<file path="config.mk">
export PLATFORM = sky130hd
export DESIGN_NAME = seg7_scan_driver
export DESIGN_NICKNAME = d
export VERILOG_FILES = /design/src/rtl/seg7_pkg.sv /design/src/rtl/seg7_hex_decode.sv /design/src/rtl/seg7_scan_driver.sv
export SDC_FILE = /design/constraint.sdc
export NUM_CORES = 1
export LEC_CHECK = 0
export CAP_MARGIN = 20
export CELL_PAD_IN_SITES_DETAIL_PLACEMENT = 1
export CELL_PAD_IN_SITES_GLOBAL_PLACEMENT = 2
export CORE_MARGIN = 1.5
export CORE_UTILIZATION = 37
export DETAILED_ROUTE_END_ITERATION = 8
export HOLD_SLACK_MARGIN = 0.15
export PLACE_DENSITY = 0.95
export SYNTH_ARGS = -nofsm -noshare
export SYNTH_HDL_FRONTEND = slang
export SYNTH_SLANG_ARGS = --single-unit
</file>
<file path="constraint.sdc">
create_clock -name clk -period 3.93 [get_ports clk]
set_input_delay 0.786 -clock clk [delete_from_list [all_inputs] [get_ports clk]]
set_output_delay 0.786 -clock clk [all_outputs]
set_load 0.02 [all_outputs]
</file>
<file path="src/rtl/seg7_pkg.sv">
// seg7_pkg: hex-to-seven-segment table and encode helper
package seg7_pkg;
  localparam logic [6:0] SEG7_TABLE [16] = '{
    7'h3F, 7'h06, 7'h5B, 7'h4F, 7'h66, 7'h6D, 7'h7D, 7'h07,
    7'h7F, 7'h6F, 7'h77, 7'h7C, 7'h39, 7'h5E, 7'h79, 7'h71
  };
  function automatic logic [6:0] seg7_encode(input logic [3:0] nibble);
    return SEG7_TABLE[nibble];
  endfunction
endpackage

</file>
<file path="src/rtl/seg7_hex_decode.sv">
// seg7_hex_decode: active-high g..a pattern for one hex nibble
module seg7_hex_decode
  import seg7_pkg::*;
(
  input  logic [3:0] nibble,
  output logic [6:0] seg
);
  assign seg = seg7_encode(nibble);
endmodule

</file>
<file path="src/rtl/seg7_scan_driver.sv">
// seg7_scan_driver: double-buffered multiplexed seven-segment scanner with anode dead time
module seg7_scan_driver
  import seg7_pkg::*;
#(
  parameter int N_DIGITS     = 8,
  parameter int CLK_DIV      = 100000,
  parameter int BLANK_CYCLES = 1000,
  parameter int ACTIVE_LOW   = 1
) (
  input  logic                  clk,
  input  logic                  clr,
  input  logic                  load,
  input  logic [4*N_DIGITS-1:0] data,
  input  logic [N_DIGITS-1:0]   dp,
  input  logic [N_DIGITS-1:0]   blank,
  output logic [N_DIGITS-1:0]   an,
  output logic [7:0]            segment,
  output logic                  frame_tick,
  output logic                  pending
);
  localparam int IW = N_DIGITS > 1 ? $clog2(N_DIGITS) : 1;
  localparam int CW = $clog2(CLK_DIV);
  localparam logic POL = ACTIVE_LOW != 0;
  logic [CW-1:0] cnt;
  logic [IW-1:0] idx;
  logic [4*N_DIGITS-1:0] act_data, sh_data;
  logic [N_DIGITS-1:0] act_dp, sh_dp, act_blank, sh_blank;
  logic wrap, fb, lit;
  logic [6:0] seg_pat;
  logic [N_DIGITS-1:0] an_nxt;
  logic [7:0] seg_nxt;
  assign fb = cnt == CW'(CLK_DIV - 1) && idx == IW'(N_DIGITS - 1);
  assign lit = cnt >= CW'(BLANK_CYCLES) && !act_blank[idx];
  assign an_nxt = lit ? N_DIGITS'(1) << idx : '0;
  assign seg_nxt = lit ? {act_dp[idx], seg_pat} : 8'h00;
  seg7_hex_decode u_dec (
    .nibble(act_data[4*idx +: 4]),
    .seg   (seg_pat)
  );
  // slot prescaler and digit index
  always_ff @(posedge clk) begin
    if (clr) begin
      cnt <= '0;
      idx <= '0;
    end else if (cnt == CW'(CLK_DIV - 1)) begin
      cnt <= '0;
      idx <= idx == IW'(N_DIGITS - 1) ? '0 : idx + 1'b1;
    end else begin
      cnt <= cnt + 1'b1;
    end
  end
  // double buffer: shadow collects loads, active swaps only at the frame boundary
  always_ff @(posedge clk) begin
    if (clr) begin
      act_data  <= '0;
      act_dp    <= '0;
      act_blank <= '1;
      sh_data   <= '0;
      sh_dp     <= '0;
      sh_blank  <= '1;
      pending   <= 1'b0;
    end else if (fb) begin
      act_data  <= load ? data : pending ? sh_data : act_data;
      act_dp    <= load ? dp : pending ? sh_dp : act_dp;
      act_blank <= load ? blank : pending ? sh_blank : act_blank;
      pending   <= 1'b0;
    end else if (load) begin
      sh_data  <= data;
      sh_dp    <= dp;
      sh_blank <= blank;
      pending  <= 1'b1;
    end
  end
  // registered pins; frame_tick lines up with the first output cycle of digit 0
  always_ff @(posedge clk) begin
    if (clr) begin
      an         <= {N_DIGITS{POL}};
      segment    <= {8{POL}};
      wrap       <= 1'b0;
      frame_tick <= 1'b0;
    end else begin
      an         <= an_nxt ^ {N_DIGITS{POL}};
      segment    <= seg_nxt ^ {8{POL}};
      wrap       <= fb;
      frame_tick <= wrap;
    end
  end
endmodule

</file>
Yosys cells after proc, flatten, opt, wreduce, memory -nomap -nowiden
Memories as Yosys holds them, arrays and structs flattened.
Index checks and enable logic that the tools add are counted.
- flip-flop bits (word level): 135
- ROM bits: 112
- bits of input ports: 51
- output and inout port bits: 18
- logic and storage cells: 50
- memories: 1
- add/subtract/negate cells: 2
- order comparisons: 3
- equal/unequal tests: 2
- shift operators: 2
- multiplexer cells: 15
- bitwise operators: 4
- reduce and logical (&&, ||, !) cells: 8
- memory list (name ; depth ; bits a word ; read ports ; clocked after memory_dff ; write ports ; RTL line ; RTL):
    (no name shown) ; 16 ; 7 ; 1 ; 0 ; 0 ; seg7_pkg.sv:8 ; return SEG7_TABLE[nibble];
- operator list (cell ; count):
    2-to-1 mux 32 bit ; 2
    2-to-1 mux 8 bit ; 6
    indexed part select 32 x 6 -> 4 bit ; 1
    adder 17 x 1 -> 17 bit (second input constant) ; 1
    == test 17 bit (second input constant) ; 1
    greater-or-equal comparator 17 x 10 -> 1 bit (second input constant) ; 1
    NOT 8 bit ; 2
    2-to-1 mux 7 bit ; 2
    left shift 1 x 3 -> 8 bit (first input constant) ; 1
    binary-select mux 1 bit (select 3 bit) ; 2
    greater-or-equal comparator 5 bit (second input constant) ; 1
    NOT 4 -> 5 bit ; 1
    < comparator 3 x 4 -> 1 bit (second input constant) ; 1
    AND reduction 2 bit ; 2
    OR reduction 2 bit ; 2
    adder 3 x 1 -> 3 bit (second input constant) ; 1
    == test 3 bit (second input constant) ; 1
    2-to-1 mux 3 bit ; 1
    logical AND 1 bit ; 2
    2-to-1 mux 1 bit ; 2
    nonzero test 2 bit ; 1
    zero test 1 bit ; 1
    NOT 1 bit ; 1

Depth between registers and ports, before layout
Gate-level depths: netlist of the first run.
- depth in word-level cells: 7
- depth in mapped cells: 10
- mapped depth without buffers: 8

Cells and area by module
From an unflattened synthesis of the first run, not the netlist that was laid out.
- cell total of the unflattened synthesis: 773
- area, all modules: 6822.8 um^2
- modules (own cells, without submodules) (module ; times used ; cells each ; area an instance (um^2) ; seq. area each (um^2)):
    seg7_scan_driver ; 1 ; 740 ; 6532.5 ; 2702.6
    seg7_hex_decode ; 1 ; 33 ; 290.3 ; 0.0

Least setup slack after synthesis of the first run
OpenSTA, ideal clock, no wires.
- path type: flip-flop to flip-flop
- from: register idx[0]
- to: register segment[3]
- library setup time: 0.131 ns
- arrival: 2.421 ns
- data required time: 3.799 ns
- path slack: 1.378 ns
- cell stages (with the launch flop): 9
- buffers on the path: 2
- period minus slack after synthesis: 2.552 ns
- cells stage by stage: dfxtp_1 clkbuf_1 buf_2 mux4_2 mux2i_1 inv_1 ha_1 a211oi_1 o21ai_0
- cells in the longest elaborated chain, start to end: 7
- elaborated cells between the ends (all ways): 11
- classes of those cells: shift: 1; mux: 5; bitwise: 2; reduce/logical: 2; memory: 1
- RTL lines (item ; RTL line ; RTL):
    start, declared ; seg7_scan_driver.sv:25 ; logic [IW-1:0] idx;
    start signal, assigned ; seg7_scan_driver.sv:47 ; idx <= idx == IW'(N_DIGITS - 1) ? '0 : idx + 1'b1;
    indexed part select 32 x 6 -> 4 bit ; seg7_scan_driver.sv:37 ; .nibble(act_data[4*idx +: 4]),
    NOT 4 -> 5 bit (not written as such) ; seg7_pkg.sv:8 ;
    memory read (16 x 7 bit) ; n/a ;
    2-to-1 mux 7 bit (not written as such) (2 in a row) ; seg7_pkg.sv:8 ;
    2-to-1 mux 8 bit * ; seg7_scan_driver.sv:35 ; assign seg_nxt = lit ? {act_dp[idx], seg_pat} : 8'h00;
    NOT 8 bit (no line) * ; n/a ;
    end signal, assigned ; seg7_scan_driver.sv:78 ; segment <= {8{POL}};
    end signal, assigned ; seg7_scan_driver.sv:83 ; segment <= seg_nxt ^ {8{POL}};
    end, declared ; seg7_scan_driver.sv:17 ; output logic [7:0] segment,
Every way passes the cells marked *; elsewhere a longest branch is shown, timed or not. The select of a mux whose other input is x is not followed.
A chain may end at the register's enable or synchronous reset.

Worst setup path in the final report of the first run
- from: register idx[0]
- to: register segment[0]
The elaborated chain is that of the path after synthesis.

==> metrics list, run 1 <==
- The flow ran to the end, and the final reports show no timing, DRC or antenna violations.
* Number of different library cells in the post-synthesis netlist: 41
* Post-Syn Instances: about 640
- Fill cells in the final layout number approximately 1,800.
* Most used standard cell by instance count after synthesis: sky130_fd_sc_hd__dfxtp_1
- The analysis attributes to net switching a power of between 600 and 700 uW.
* Final count of hold timing violations: 0
- In this run, synthesis produced a sequential element count of ~140.
* Half-perimeter wire length after placement: 9790 um
* Final worst slack: roughly 870 ps
* Netlist Area Pre-Place: between 5000 and 6000 um^2
- Area of the die: 16,500 um^2
- Final cycle utilization of the critical path: around 78%
* CP Data Arrival Time: approximately 3300 ps
* Post-CTS clock slew at the launch and capture registers of the worst setup and hold paths: approximately 60 ps
* Proportion of synthesized chip area in sequential cells: between 40% and 50%
- The worst setup path is launched from a flop.
- Yosys attributes the largest share of cell area to sky130_fd_sc_hd__dfxtp_1, sky130_fd_sc_hd__mux2i_1, sky130_fd_sc_hd__nand2_1.
* Post-detailed-route count of antenna-violating nets: 0
- Dividing the detail-routed wire length by the instance count gives 16.2 um.
* Final period demand of the worst path: ~3000 ps
- In the synthesized netlist the dominant register cell turns out to be sky130_fd_sc_hd__dfxtp_1.
- Max-cap viol count: 0
* Number of buffer cells added on primary ports: 68
- After detailed routing, the number of vias per cell comes to 5.14.
- Total number of clock tree sinks: 135
- Clock tree from TritonCTS: yes
- Reported leakage power: roughly 2.7 nW
- Critical Path Sink Type: flop
- Required @ worst endpoint: around 4200 ps
* Initial antenna violation count: 0
- The tree is rooted in a sky130_fd_sc_hd__clkbuf_16.
- The worst-case IR drop observed on VDD is 0.000292 V.
- The initial utilization of the core area, before any placement, comes to 38.1%.
- Setup violations remaining at the end of the flow were counted as 0.
- In this run the biggest area consumer among cell types represents a little under half of the synthesized area.
- Max FO, Critical Path: 12
* Internal Power: approximately 2.5 mW
- Row generation in the floorplan step produced between 40 and 50 rows.
* Unrepaired setup endpoints after global routing: false
* Cells resized by post-CTS repair: 0
- Static timing analysis puts the maximum clock frequency at roughly 0.33 GHz.
- In the final timing run, aggregate negative setup slack is 0 ps.
- Summing all multi-input logic gate instances after layout gives about 2900 um^2.
* Post-detailed-routing wire length: 14,700 um
- Of the total power, the clock network draws 49.7%.
* Count of TritonRoute iterations in the first routing pass: 4
* Area leader, netlist: sky130_fd_sc_hd__dfxtp_1
- The die is between 100 and 150 um tall.
* Min-delay src: wrap$_SDFF_PP0_
- Overflow left after global routing: 0
* Vias in the first global route: around 5,000
- After detailed routing, the number of remaining DRC violations is 0.
- Proportion of power drawn by flip-flops and latches: around 44%
* Post-synth EDFFs: 0
- The number of nets in the synthesized netlist is roughly 700.
- RePlAce Congestion: roughly 0.78
- Number of buffers added by the clock tree synthesis step: 17
- The finished cells cover between 7000 and 8000 um^2.
- Startpoint of the most critical setup path: idx[0]$_SDFFE_PP0N_
- Count of boundary I/O pins: slightly below 70
* Crit Reg-Reg Startpoint: idx[0]$_SDFFE_PP0N_
- For this design the ratio of total power to cell area is 445 nW/um^2.
- Net total in the final layout: 750
- The clock passes through at most 2 buffers.
- The design draws ~3.2 mW.
* Initial drt markers: 217
- Count of buffers added by post-CTS timing repair for setup: 0
- Rel. slew slack: between 30% and 40%
- Hold Path Class: flop to flop
- Of the cells placed in the final design, the portion with a size suffix greater than 1 is 8.02%.
- H-tree levels: 4
- Standard cell core area: between 15,000 and 20,000 um^2
- In this run the register-to-register setup slack is a little under 900 ps.
- Category of the critical setup timing path: flop to flop
- In this run the horizontal extent of the chip is 128 um.
- Registers take 2700 um^2.
* Final clock skew: 6.26 ps
* GRT Total Usage: a little under a fifth
- Vias after detailed routing: ~4,700
* Share of the core filled with cells: between 40% and 50%
- At the later pin of the worst-skew pair, clock insertion delay measures 420 ps.
- Largest net degree at the start of global routing: approximately 80
* Synth Warn #: 0
- Net switching is 21.6% of the power.
* Post-Synthesis Mean Instance Area: about 9.1 um^2
- Number of antenna repair diodes: 0
- Buffers inserted to repair hold after CTS numbered 0.
* Placed Instance Area: between 6000 and 7000 um^2
* Worst-Margin Slew: 977 ps
- Layout Area Growth over Synthesis: 24.0%
- The commonest cells after synthesis are sky130_fd_sc_hd__dfxtp_1, sky130_fd_sc_hd__nand2_1, sky130_fd_sc_hd__nor2_1.
* Share of synthesized flip-flops with an asynchronous set or reset: 0%
* Part of the total power dissipated in combinational logic: 6.1%
* Max-slew violation count: 0
- Wire length of the first global-routing pass: between 20,000 and 25,000 um
- OpenSTA, run right after detailed placement, puts the worst setup slack at between 800 and 900 ps.
[per-layer routing]
| layer | routed length (um) | GRT usage [%] | vias up |
|---|---|---|---|
| met1 | 6670 | 22.8 | 2261 |
| met3 | 468 | 5.16 | 21 |
| li1 | - | - | 2315 |
| met4 | 235 | 6.87 | 0 |
| met5 | 0 | 0 | - |
| met2 | 7330 | 33.2 | 73 |
[worst max-delay path: stages (launching register included)]
cell and delay [ps]:
sky130_fd_sc_hd__dfxtp_1 590, sky130_fd_sc_hd__buf_4 320, sky130_fd_sc_hd__mux4_2 510, sky130_fd_sc_hd__mux2i_1 780, sky130_fd_sc_hd__inv_1 230, sky130_fd_sc_hd__nor3_1 320, sky130_fd_sc_hd__o31ai_1 140
[kinds of logic (layout without fill, tap and decap cells)]
| family | count (synthesis) | after routing | share of synthesized area, % |
|---|---|---|---|
| simple gates | 236 | 236 | 17.9 |
| fa+ha+maj | 14 | 14 | 3.01 |
| mux | 66 | 66 | 13.9 |
| compound gates | 113 | 113 | 12.6 |
| xor+xnor | 12 | 12 | 1.81 |
| flops | 135 | 135 | 46.4 |
| buf+inv | 62 | 122 | 4.36 |
[power groups by stage]
stage,clock network (mW),logic (mW),registers [mW]
2_1_floorplan,0,0.111,1.44
6_report,1.60,0.197,1.42
4_1_cts,1.64,0.200,1.42
3_3_place_gp,0,0.194,1.45
5_1_grt,1.69,0.218,1.42
3_5_place_dp,0,0.199,1.45
[flip-flops by register name, indices dropped and copies added (netlist names)]
| name | count |
|---|---|
| frame_tick | 1 |
| act_blank | 8 |
| wrap | 1 |
| pending | 1 |
| sh_dp | 8 |
| sh_blank | 8 |
| act_dp | 8 |
| an | 8 |
| act_data | 32 |
| sh_data | 32 |
| segment | 8 |
| idx | 3 |
| cnt | 17 |
[layout by cell type, fill, tap and decap left out, drive strengths merged]
cell and count:
bufinv 3, nand4 3, and4 1, dfxtp 135, and3 3, nor4 3
and2 2, xor2 3, nor2 69, nor2b 1, clkdlybuf4s50 66, mux2i 54
o21ai 6, or4 3, buf 10, o31ai 1, nand2 113, clkbuf 23
nand4bb 1, inv 14, nor3 6, nand4b 1, o221ai 2, o21a 1
or3 3, xnor2 9, a21oi 47, nand3b 9, nor3b 1, a211o 8
o211a 1, mux4 12, nand3 15, o211ai 4, clkinv 6, or2 2
ha 14, a211oi 43
[metrics by stage]
stage               std cells  hold WS (ps)
finish                    909           454
global route              909           469
CTS                       908           455
detailed placement        876           447
global placement          876           440
floorplan                 638           414
[layout make-up]
class	count	area share, %
multi-input combinational	441	39.8
sequential	135	37.4
timing repair buffer	76	10.1
clock buffer	23	6.48
tap	211	3.66
clock inverter	9	1.72
inverter	14	0.728
[path summary, 6_finish.rpt]
path                                               to  depth (start not counted)
worst max-delay path            segment[0]$_SDFF_PP1_                          6
worst min-delay path            frame_tick$_SDFF_PP0_                          1
worst max register to register  segment[0]$_SDFF_PP1_                          6
worst min register to register  frame_tick$_SDFF_PP0_                          1
Note: power is estimated with default switching activity, not from simulation.
==> run 2: changes to the inputs <==
--- a/config.mk
+++ b/config.mk
@@ -9,10 +9,10 @@
 export CELL_PAD_IN_SITES_DETAIL_PLACEMENT = 1
 export CELL_PAD_IN_SITES_GLOBAL_PLACEMENT = 2
 export CORE_MARGIN = 1.5
-export CORE_UTILIZATION = 37
+export CORE_UTILIZATION = 31
 export DETAILED_ROUTE_END_ITERATION = 8
 export HOLD_SLACK_MARGIN = 0.15
-export PLACE_DENSITY = 0.95
+export PLACE_DENSITY = 0.86
 export SYNTH_ARGS = -nofsm -noshare
 export SYNTH_HDL_FRONTEND = slang
 export SYNTH_SLANG_ARGS = --single-unit
==> constraint.sdc (replaced) <==
create_clock -name clk -period 2.7 [get_ports clk]
set_input_delay 0.54 -clock clk [delete_from_list [all_inputs] [get_ports clk]]
set_output_delay 0.54 -clock clk [all_outputs]
set_load 0.02 [all_outputs]
==> metrics list, run 2 (synthesis results as in run 1) <==
* Status: completed
- Initial antenna violation count: 0
- Area of the die: about 20,000 um^2
- Count of buffers added by post-CTS timing repair for setup: 0
- Net total in the final layout: about 760
- Clock skew on the completed layout was measured at 8.64 ps.
- Layout Area Growth over Synthesis: 28.3%
* Wire length of the first global-routing pass: about 25,000 um
- Leading cell type in the layout, fill and taps excluded: sky130_fd_sc_hd__dfxtp_1
- Overflow left after global routing: 0
- Max-cap viol count: 0
* P per Cell Area: a little under 700 nW/um^2
- In the final routing, the length of wire on met1 measures about 6900 um.
- Timing would allow up to approximately 0.41 GHz.
* Fraction of final layout cells sized beyond drive strength 1: 9.63%
- Cells resized by post-CTS repair: 0
- Summed over all nets, wire length on met2 after detailed routing comes to 7420 um.
- Final cycle utilization of the critical path: 89.5%
- DRC viols: 0
- The detailed router used layers up to and including met4.
- The setup path with the least slack is of type flop to flop.
- Placed cells: 903
- Measured against its own limit, the worst slew margin works out to 65.1%.
* Chip Width: 140 um
- RePlAce Congestion: 0.762
- Final period demand of the worst path: 2420 ps
- Finished Layout Cells: 935
- After detailed placement, the total cell area comes to 6770 um^2.
- Standard cell core area: around 18,000 um^2
- Post-detailed-route count of antenna-violating nets: 0
- Initial drt markers: 165
- Setup total negative slack on the finished layout was measured at 0 ps.
* Post-CTS clock slew at the launch and capture registers of the worst setup and hold paths: roughly 60 ps
* Vias after detailed routing: 4,701
- VDD sags by at most about 0.00044 V.
- The HPWL after detailed placement is a little over 10,000 um.
* Required @ worst endpoint: 3030 ps
- Clock latency on the worst-skew pair, taken at its later pin, is ~430 ps.
- Number of antenna repair diodes: 0
- Total number of clock tree sinks: 135
* Row count: 49
- Clock tree synthesis inserted a total of 17 buffers.
- Dividing the detail-routed via count by the number of cells gives between 5 and 6.
- Critical Path Sink Type: flop
- Buffers placed on the I/O ports in this run total 68.
* Cell area after layout: about 7500 um^2
- At the pin with the least slew margin, the transition time is approximately 520 ps.
- CP Data Arrival Time: ~2700 ps
* Setup crit start kind: flop
* Final count of hold timing violations: 0
- In this run the number of H-tree levels came out at 4.
* Commonest non-fill, non-tap cells in the layout: sky130_fd_sc_hd__dfxtp_1, sky130_fd_sc_hd__nand2_1, sky130_fd_sc_hd__nor2_1
- The initial utilization of the core area, before any placement, comes to between 30% and 40%.
- Vias in the first global route: a little under 5,000
- Clock tree synthesis selected as its root buffer the cell sky130_fd_sc_hd__clkbuf_16.
- The total count of max-transition violations in the final report was 0.
* Post-detailed-routing wire length: between 15,000 and 20,000 um
- In the global route stage, overall resource usage came out at between 15 and 20%.
- The analysis attributes to cell leakage a power of around 2.8 nW.
- TritonCTS built the clock tree.
- Routed wire per std cell: 16.1 um
* Hold bufs inserted after CTS: 0
- Power after layout: 5.10 mW
- In this run the vertical extent of the chip is approximately 140 um.
- Setup violations remaining at the end of the flow were counted as 0.
- Count of TritonRoute iterations in the first routing pass: 4
- Count of boundary I/O pins: 69
* Largest net degree at the start of global routing: a little over 100
- Unrepaired setup endpoints after global routing: false
- Maximum count of clock buffers along a single path: 2
- Largest registers: act_data: 32 flops, sh_data: 32 flops, cnt: 17 flops
- Routed met3 length: approximately 510 um
- Max FO, Critical Path: between 40 and 50
- The worst hold path belongs to the class input pin to flop.
-- run 2: critical path: stages, from the launching register on --
cell,delay (ps)
sky130_fd_sc_hd__dfxtp_1,420
sky130_fd_sc_hd__ha_1,280
sky130_fd_sc_hd__nand4_1,170
sky130_fd_sc_hd__or4_4,640
sky130_fd_sc_hd__nor3_4,250
sky130_fd_sc_hd__buf_12,240
sky130_fd_sc_hd__nor2_1,70
sky130_fd_sc_hd__a211oi_1,250
-- run 2: cell type report --
class	instances	area, um^2
clock inverters	13	250
fillers	2022	10700
inverters	14	52.6
multi-input cells	441	2880
well taps	229	287
repair buffers	84	853
flip-flops and latches	135	2700
clock buffers	19	443
-- run 2: routing by layer --
metal	global-route usage [%]	vias to the layer above
li1	-	2322
met1	19.5	2281
met2	27.7	80
met3	3.93	18
met4	7.20	0
met5	0	-
-- run 2: report_power, final --
part	total, mW	switching [mW]	leakage, nW	internal, mW
Clock	2.74	0.890	0.337	1.85
Combinational	0.295	0.154	1.39	0.141
Sequential	2.07	0.0270	1.10	2.04
-- run 2: path summary, 6_finish.rpt --
kind                                        start                      to  slack [ps]  cells after the start
worst max-delay path            cnt[0]$_SDFF_PP0_  act_dp[0]$_SDFFE_PP0P_         280                      7
worst min-delay path                          clr     idx[2]$_SDFFE_PP0N_         410                      2
worst max register to register  cnt[0]$_SDFF_PP0_  act_dp[0]$_SDFFE_PP0P_         280                      7
worst min register to register    wrap$_SDFF_PP0_   frame_tick$_SDFF_PP0_         450                      1
-- run 2: metrics by stage --
step | setup slack [ps] | utilization [%] | hold slack (ps)
after floorplan | 148 | - | 414
after global placement | 342 | 37.2 | 429
after detailed placement | 215 | 37.2 | 445
after CTS | 118 | 41.0 | 393
after global routing | 78.0 | 41.0 | 410
final | 285 | 41.0 | 414
==> run 3: changes to the inputs <==
--- a/config.mk
+++ b/config.mk
@@ -5,11 +5,13 @@
 export SDC_FILE = /design/constraint.sdc
 export NUM_CORES = 1
 export LEC_CHECK = 0
+export ABC_CLOCK_PERIOD_IN_PS = 2700
 export CAP_MARGIN = 20
 export CELL_PAD_IN_SITES_DETAIL_PLACEMENT = 1
 export CELL_PAD_IN_SITES_GLOBAL_PLACEMENT = 2
 export CORE_MARGIN = 1.5
 export CORE_UTILIZATION = 31
+export CTS_CLUSTER_SIZE = 12
 export DETAILED_ROUTE_END_ITERATION = 8
 export HOLD_SLACK_MARGIN = 0.15
 export PLACE_DENSITY = 0.86
==> results of run 3 <==
No change in the layout: final DEF, timing and power equal those of run 2.
